### src/rtl/serial_digit_adder_pkg.sv
// Shared types and sizing helpers for the digit-serial adder.
// SERIAL_DIGIT_ADDER_SUB_EN in the top enables subtraction.
package serial_digit_adder_pkg;

    typedef enum logic [1:0] {
        ST_IDLE,
        ST_RUN,
        ST_DONE
    } state_t;

    function automatic int calc_digits(input int width, input int digit);
        return width / digit;
    endfunction

    // A single-digit configuration still needs a 1-bit counter.
    function automatic int calc_cnt_w(input int width, input int digit);
        int n;
        n = width / digit;
        return (n > 1) ? $clog2(n) : 1;
    endfunction

endpackage

### src/rtl/ripple_digit_adder.sv
// Combinational DIGIT-bit ripple-carry adder.
// Built from a chain of full-adder cells.
module ripple_digit_adder #(
    parameter int DIGIT = 4
) (
    input  logic [DIGIT-1:0] a,
    input  logic [DIGIT-1:0] b,
    input  logic             ci,
    output logic [DIGIT-1:0] s,
    output logic             co
);

    logic [DIGIT:0] c;

    assign c[0] = ci;

    for (genvar i = 0; i < DIGIT; i++) begin : g_fa
        logic p;
        assign p      = a[i] ^ b[i];
        assign s[i]   = p ^ c[i];
        assign c[i+1] = (a[i] & b[i]) | (c[i] & p);
    end

    assign co = c[DIGIT];

endmodule

### src/rtl/serial_digit_adder.sv
// Digit-serial adder: one DIGIT-bit slice per cycle, LS slice first.
// Define SERIAL_DIGIT_ADDER_SUB_EN to add the sub port (a - b).
module serial_digit_adder
    import serial_digit_adder_pkg::*;
#(
    parameter int WIDTH = 16,
    parameter int DIGIT = 4
) (
    input  logic             clk,
    input  logic             rst,
    input  logic             in_valid,
    output logic             in_ready,
    input  logic [WIDTH-1:0] a,
    input  logic [WIDTH-1:0] b,
    input  logic             cin,
`ifdef SERIAL_DIGIT_ADDER_SUB_EN
    input  logic             sub,
`endif
    output logic             out_valid,
    input  logic             out_ready,
    output logic [WIDTH-1:0] sum,
    output logic             cout,
    output logic             busy
);

    localparam int DIGITS = calc_digits(WIDTH, DIGIT);
    localparam int CNT_W  = calc_cnt_w(WIDTH, DIGIT);
    localparam logic [CNT_W-1:0] LAST = CNT_W'(DIGITS - 1);

    if (WIDTH % DIGIT != 0) begin : g_bad_cfg
        $error("serial_digit_adder: WIDTH must be a multiple of DIGIT");
    end

    state_t           state;
    state_t           state_nx;
    logic [CNT_W-1:0] cnt;
    logic             carry;
    logic [WIDTH-1:0] a_r;
    logic [WIDTH-1:0] b_r;
    logic [WIDTH-1:0] sum_r;
    logic             cout_r;
    logic             last;
    logic             cin_eff;
    logic [DIGIT-1:0] sl_a;
    logic [DIGIT-1:0] sl_b;
    logic [DIGIT-1:0] sl_s;
    logic             sl_co;

`ifdef SERIAL_DIGIT_ADDER_SUB_EN
    logic sub_r;

    // a - b is a + ~b + 1, so cin is replaced by a forced carry.
    assign cin_eff = sub ? 1'b1 : cin;
    assign sl_b    = sub_r ? ~b_r[cnt*DIGIT +: DIGIT]
                           :  b_r[cnt*DIGIT +: DIGIT];
`else
    assign cin_eff = cin;
    assign sl_b    = b_r[cnt*DIGIT +: DIGIT];
`endif

    assign sl_a = a_r[cnt*DIGIT +: DIGIT];
    assign last = (cnt == LAST);

    ripple_digit_adder #(
        .DIGIT(DIGIT)
    ) u_rda (
        .a (sl_a),
        .b (sl_b),
        .ci(carry),
        .s (sl_s),
        .co(sl_co)
    );

    always_comb begin
        state_nx = state;
        unique case (state)
            ST_IDLE: if (in_valid)  state_nx = ST_RUN;
            ST_RUN:  if (last)      state_nx = ST_DONE;
            ST_DONE: if (out_ready) state_nx = ST_IDLE;
            default:                state_nx = ST_IDLE;
        endcase
    end

    // Operand registers are deliberately left out of the reset branch.
    always_ff @(posedge clk) begin
        if (rst) begin
            state  <= ST_IDLE;
            cnt    <= '0;
            carry  <= 1'b0;
            sum_r  <= '0;
            cout_r <= 1'b0;
        end else begin
            state <= state_nx;
            unique case (state)
                ST_IDLE: begin
                    if (in_valid) begin
                        a_r    <= a;
                        b_r    <= b;
`ifdef SERIAL_DIGIT_ADDER_SUB_EN
                        sub_r  <= sub;
`endif
                        carry  <= cin_eff;
                        cnt    <= '0;
                        sum_r  <= '0;
                        cout_r <= 1'b0;
                    end
                end
                ST_RUN: begin
                    sum_r[cnt*DIGIT +: DIGIT] <= sl_s;
                    carry <= sl_co;
                    if (last) begin
                        cnt    <= '0;
                        cout_r <= sl_co;
                    end else begin
                        cnt <= cnt + 1'b1;
                    end
                end
                default: ;
            endcase
        end
    end

    assign in_ready  = (state == ST_IDLE) && !rst;
    assign out_valid = (state == ST_DONE);
    assign busy      = (state != ST_IDLE);
    assign sum       = sum_r;
    assign cout      = cout_r;

endmodule

### config.mk
export PLATFORM = sky130hd
export DESIGN_NAME = serial_digit_adder
export DESIGN_NICKNAME = d
export VERILOG_FILES = /design/src/rtl/serial_digit_adder_pkg.sv /design/src/rtl/ripple_digit_adder.sv /design/src/rtl/serial_digit_adder.sv
export SDC_FILE = /design/constraint.sdc
export NUM_CORES = 1
export LEC_CHECK = 0
export CAP_MARGIN = 20
export CORE_MARGIN = 8
export CORE_UTILIZATION = 52
export CTS_CLUSTER_DIAMETER = 120
export DETAILED_ROUTE_END_ITERATION = 10
export PLACE_DENSITY = 0.91
export SETUP_SLACK_MARGIN = 0.15
export SLEW_MARGIN = 10
export SYNTH_ARGS = -nofsm -noshare
export SYNTH_HDL_FRONTEND = slang
export SYNTH_SLANG_ARGS = --single-unit
### constraint.sdc
create_clock -name clk -period 7.9 [get_ports clk]
set_input_delay 1.185 -clock clk [delete_from_list [all_inputs] [get_ports clk]]
set_output_delay 1.185 -clock clk [all_outputs]
set_load 0.05 [all_outputs]
==> results of run 1 <==
flip-flops by register name, summed over array words and instances (netlist names):
signal  cells
cout        1
a_r        16
cnt         2
carry       1
state       2
b_r        16
sum        16
worst max path at each step:
stage	end	slack, ns	cells after the start
6_report	in_ready	3.80	3
2_1_floorplan	a_r[0]	3.62	3
4_1_cts	in_ready	3.82	3
3_3_place_gp	in_ready	3.83	3
5_1_grt	in_ready	3.73	3
3_5_place_dp	in_ready	3.82	3
kinds of logic (layout without fill, tap and decap cells):
family          count (synthesis)  count (layout)  share of synthesized area
compound gates                 29              29                      0.101
fa+ha+maj                       8               8                     0.0582
buf+inv                        20              77                     0.0381
flops                          54              54                      0.627
mux                            12              12                      0.101
simple gates                   27              27                     0.0750
through the flow:
stage | total power [mW] | utilization | area, µm² | hold WS [ns]
3_3_place_gp | 0.403 | 0.670 | 2840 | 0.446
4_1_cts | 0.544 | 0.689 | 2920 | 0.473
5_1_grt | 0.562 | 0.689 | 2920 | 0.491
6_report | 0.539 | 0.689 | 2920 | 0.469
3_5_place_dp | 0.406 | 0.670 | 2840 | 0.449
2_1_floorplan | 0.370 | - | 2240 | 0.510
cells in the mapped netlist:
cell / instances
a211oi_1: 1
a21oi_1: 6
a22o_1: 8
a22oi_1: 2
a2bb2oi_1: 1
a31oi_1: 1
and2b_1: 1
and4_1: 1
and4b_1: 1
buf_1: 1
buf_2: 2
buf_6: 1
clkbuf_1: 3
dfxtp_1: 22
edfxtp_1: 32
fa_1: 4
ha_1: 4
inv_1: 13
mux2_2: 4
mux4_2: 8
nand2_1: 2
nand2b_1: 3
nand3_1: 1
nand3b_1: 1
nand4_1: 1
nand4b_1: 1
nor2_1: 6
nor2b_1: 1
nor3_1: 2
nor3b_1: 1
nor4_1: 1
o21bai_1: 1
o221a_2: 1
o2bb2ai_1: 8
or2_2: 1
or3_1: 1
or3b_4: 1
or4_4: 1
area by class of cell:
cell class,count,area [µm²],area share
flip-flops and latches,54,1400,0.480
multi-input cells,76,754,0.259
repair buffers,57,568,0.195
clock buffers,6,72.6,0.0249
well taps,52,65.1,0.0223
inverters,13,48.8,0.0167
clock inverters,1,7.51,0.00257
worst register-to-register path: cells and delay by family (launching register included):
kind	cells	cell delay [ns]
fa+ha+maj	4	1.22
mux	1	0.58
compound gates	1	0.25
buf+inv	4	0.26
flops	1	0.81
metal layers:
layer	track usage	part of all wire	vias up
li1	-	-	679
met1	0.162	0.42	640
met2	0.217	0.49	51
met3	0.0558	0.082	2
met4	0.0228	0.0029	0
met5	0	0	-
where the power goes:
part | internal (mW) | switching (mW) | total [mW]
Sequential | 0.309 | 0.00709 | 0.316
Clock | 0.0609 | 0.0790 | 0.140
Combinational | 0.0417 | 0.0410 | 0.0827
Total | 0.412 | 0.127 | 0.539
==> flow_summary.yaml, run 1 <==
outcome:
  status: "completed"
grt:
  first_global_vias: 1464
  antenna_found_initial: 0
  grtUsageTotal: 0.132
  grt_pass1_wl_um: 6940
  grt-ovfl-total: 0
  grt_max_degree: 33
yosys:
  synth.largest_area_cell: "edfxtp_1"
  syn_area_per_cell_um2: 14.9
  synth_top_area_share: 0.430
  synth_area_leaders: "edfxtp_1 43%, dfxtp_1 20%, mux4_2 8.1%, fa_1 3.6%, a22o_1 3.1%"
  seq_area_frac_synth: 0.627
  yosys_register_bits: 54
  syn_nets: 195
  ys_types: 38
  synth_area_um2: 2240
  yosys_warnings: 0
  syn_inst: 150
sta:
  maxSlewHeadroom: 0.507
  maxSlewViolCount: 0
  fin_crit_ns: 4.10
  rsz0062_at_grt: "false"
  fmax_mhz: 244
  setup_viol: 0
  skew_ns: 0.00485
  tightestPinTransition_ns: 0.739
  tns_ns: 0
  hold_viol: 0
  fin_crit_sh: 0.519
  finalWorstSetupSlack_ns: 3.80
finish:
  final_common_cell: "clkdlybuf4s50_1"
  n_antenna_cell: 0
  fillCellCount: 289
  syn_to_final_growth_pct: 30.5
  instances_no_fill: 259
  finalNetCount: 252
  layout-drive-gt1-share: 0.116
  layout_common_cells: "56 x clkdlybuf4s50_1, 32 x edfxtp_1, 22 x dfxtp_1"
clocking:
  cts_hold_buffers: 0
  root_buffer: "clkbuf_8"
  post_cts_buffers: 0
  insertion_delay_ns: 0.29
  cts_resized: 0
  clock_sinks: 54
  cts_tree: "yes"
  cts.reportedPaths.clkPinSlew_ns: 0.08
  cts_buffers: 5
  clockBufferDepth: 2
  h-tree-depth: 2
power:
  cellLeakagePower_nw: 1.02
  power_density_nw_per_um2: 185
  ir_drop_mv: 0.141
worst_setup_path:
  critPathMaxFanout: 17
  cp_num_buf_inv: 2
  r2r_slack_ns: 4.68
  max_stage_delay_ns: 0.82
  end_kind: "primary output"
  reg2reg_to: "sum[11]"
  startpoint_type: "input port"
  cp.required_ns: 6.71
  startpoint: "rst"
  cp.arrival_ns: 2.91
  path_delay_family: "buffers and inverters"
  path_cells: "clkdlybuf4s50_1, nor2_1, clkdlybuf4s50_1"
  r2r-start: "cnt[0]"
  crit_top_cell: "clkdlybuf4s50_1"
  crit_type: "input port to primary output"
  worst_path_max_delay_cell: "clkdlybuf4s50_1"
  reg2reg_depth: 10
worst_hold_path:
  hold_start: "sum[10]"
  holdPathEnd: "sum[10]"
  hold_class: "register to register"
  holdPathStages: 1
place:
  dp.cells: 252
  preCtsSetupSlack_ns: 3.82
  io_buffers: 56
  hpwl_um: 3240
  place.gp.congestion: 0.837
floorplanning:
  die_h_um: 81.6
  dieWidth_um: 81.6
  rows: 24
  io_pins: 57
  initial_utilization: 0.528
  die_area_um2: 6650
  core_area_um2: 4230
drt:
  drc: 0
  dr.first_iter.drc_count: 81
  drt-total-wl_um: 4150
  num_vias: 1372
  wl_per_cell_um: 16.0
  viasPerCell: 5.30
  drtAntennaViolNets: 0
  drtPass1Iterations: 4
flow_run:
  max-cap-violations: 0
Power figures use the tool's default switching activity.
==> run 2: changes to the inputs <==
- CORE_UTILIZATION: 52 -> 43
- PLACE_DENSITY: 0.91 -> 0.81
- clock period: 7.9 -> 3.6 ns (I/O delays scaled with it)
==> flow_summary.yaml, run 2 (same netlist as run 1, synthesis figures left out) <==
outcome:
  status: "completed"
clocking:
  clockBufferDepth: 2
  cts_hold_buffers: 0
  root_buffer: "clkbuf_8"
  cts.reportedPaths.clkPinSlew_ns: 0.10
  post_cts_buffers: 0
  cts_tree: "yes"
  insertion_delay_ns: 0.31
  clock_sinks: 54
  cts_resized: 0
  cts_buffers: 5
  h-tree-depth: 2
drt:
  drt-met1-wl_um: 1970
  drc: 0
  viasPerCell: 5.13
  drt-total-wl_um: 4630
  dr.first_iter.drc_count: 141
  drtPass1Iterations: 4
  wl_per_cell_um: 16.5
  drtAntennaViolNets: 0
  num_vias: 1437
  met2WireLength_um: 2240
  top_layer_used: "met4"
  wl_met3_um: 385
floorplanning:
  die_area_um2: 7760
  io_pins: 57
  core_area_um2: 5070
  rows: 26
  initial_utilization: 0.441
  die_h_um: 88.1
  dieWidth_um: 88.1
worst_setup_path:
  cp.arrival_ns: 3.06
  crit_type: "register to register"
  startpoint_type: "register"
  critPathMaxFanout: 12
  r2r_slack_ns: 0.76
  end_kind: "register"
  worst_path_max_delay_cell: "dfxtp_1"
  max_stage_delay_ns: 0.62
  path_cells: "mux4_2, inv_1, fa_1, inv_1, fa_1, inv_1, fa_1, inv_1, fa_1, a22o_1"
  cp.required_ns: 3.81
  cp_num_buf_inv: 4
  path_delay_family: "adder cells"
worst_hold_path:
  hold_class: "register to register"
power:
  ir_drop_mv: 0.297
  cellLeakagePower_nw: 1.05
  power_density_nw_per_um2: 430
  power_mw: 1.29
sta:
  tns_ns: 0
  maxSlewHeadroom: 0.654
  rsz0062_at_grt: "false"
  maxSlewViolCount: 0
  fin_crit_ns: 2.84
  fin_crit_sh: 0.790
  setup_viol: 0
  tightestPinTransition_ns: 0.518
  hold_viol: 0
  fmax_mhz: 352
  finalWorstSetupSlack_ns: 0.756
  skew_ns: 0.00834
place:
  preCtsSetupSlack_ns: 0.768
  dpl_cell_area_um2: 2880
  io_buffers: 56
  place.gp.congestion: 0.862
  hpwl_um: 3640
finish:
  final_common_cell: "clkdlybuf4s50_1"
  layout-drive-gt1-share: 0.133
  design_area_um2: 3000
  fin_util: 0.591
  layout_common_cells: "56 x clkdlybuf4s50_1, 32 x edfxtp_1, 22 x dfxtp_1"
  finalNetCount: 254
  n_antenna_cell: 0
  syn_to_final_growth_pct: 34.1
grt:
  grt-ovfl-total: 0
  grt_max_degree: 33
  grtUsageTotal: 0.126
  first_global_vias: 1526
  grt_pass1_wl_um: 7400
  antenna_found_initial: 0
flow_run:
  max-cap-violations: 0
## run 2: through the flow
step | cells | hold slack, ns
global route | 280 | 0.483
global placement | 272 | 0.460
detailed placement | 272 | 0.452
finish | 280 | 0.472
floorplan | 150 | 0.514
CTS | 280 | 0.478
## run 2: cell type report
type                       count  area, µm²
clock buffer                   5       68.8
clock inverter                 3       47.5
fill                         416       2080
inverter                      13       48.8
multi-input combinational     76        761
sequential                    54       1400
tap                           70       87.6
timing repair buffer          59        583
## run 2: path summary, 6_finish.rpt
check / startpoint / endpoint / cells after the start
min: sum[10] / sum[10] / 1
min reg2reg: sum[10] / sum[10] / 1
max reg2reg: cnt[1] / sum[11] / 10
max: cnt[1] / sum[11] / 10
## run 2: power by group
part | switching (mW) | internal [mW]
sequential | 0.0135 | 0.679
clock | 0.200 | 0.212
combinational | 0.0912 | 0.0923
total | 0.305 | 0.983
## run 2: per-layer routing
layer | global-route usage | vias to the layer above
li1 | - | 686
met1 | 0.149 | 685
met2 | 0.204 | 62
met3 | 0.0572 | 4
met4 | 0.0307 | 0
met5 | 0 | -
## run 2: worst register-to-register path, delay by kind of cell, from the launching register on
kind | cells | cell delay [ns]
adders and majority gates | 4 | 1.36
DFF | 1 | 0.62
muxes | 1 | 0.28
buffers and inverters | 4 | 0.26
AOI/OAI and AO/OA | 1 | 0.22
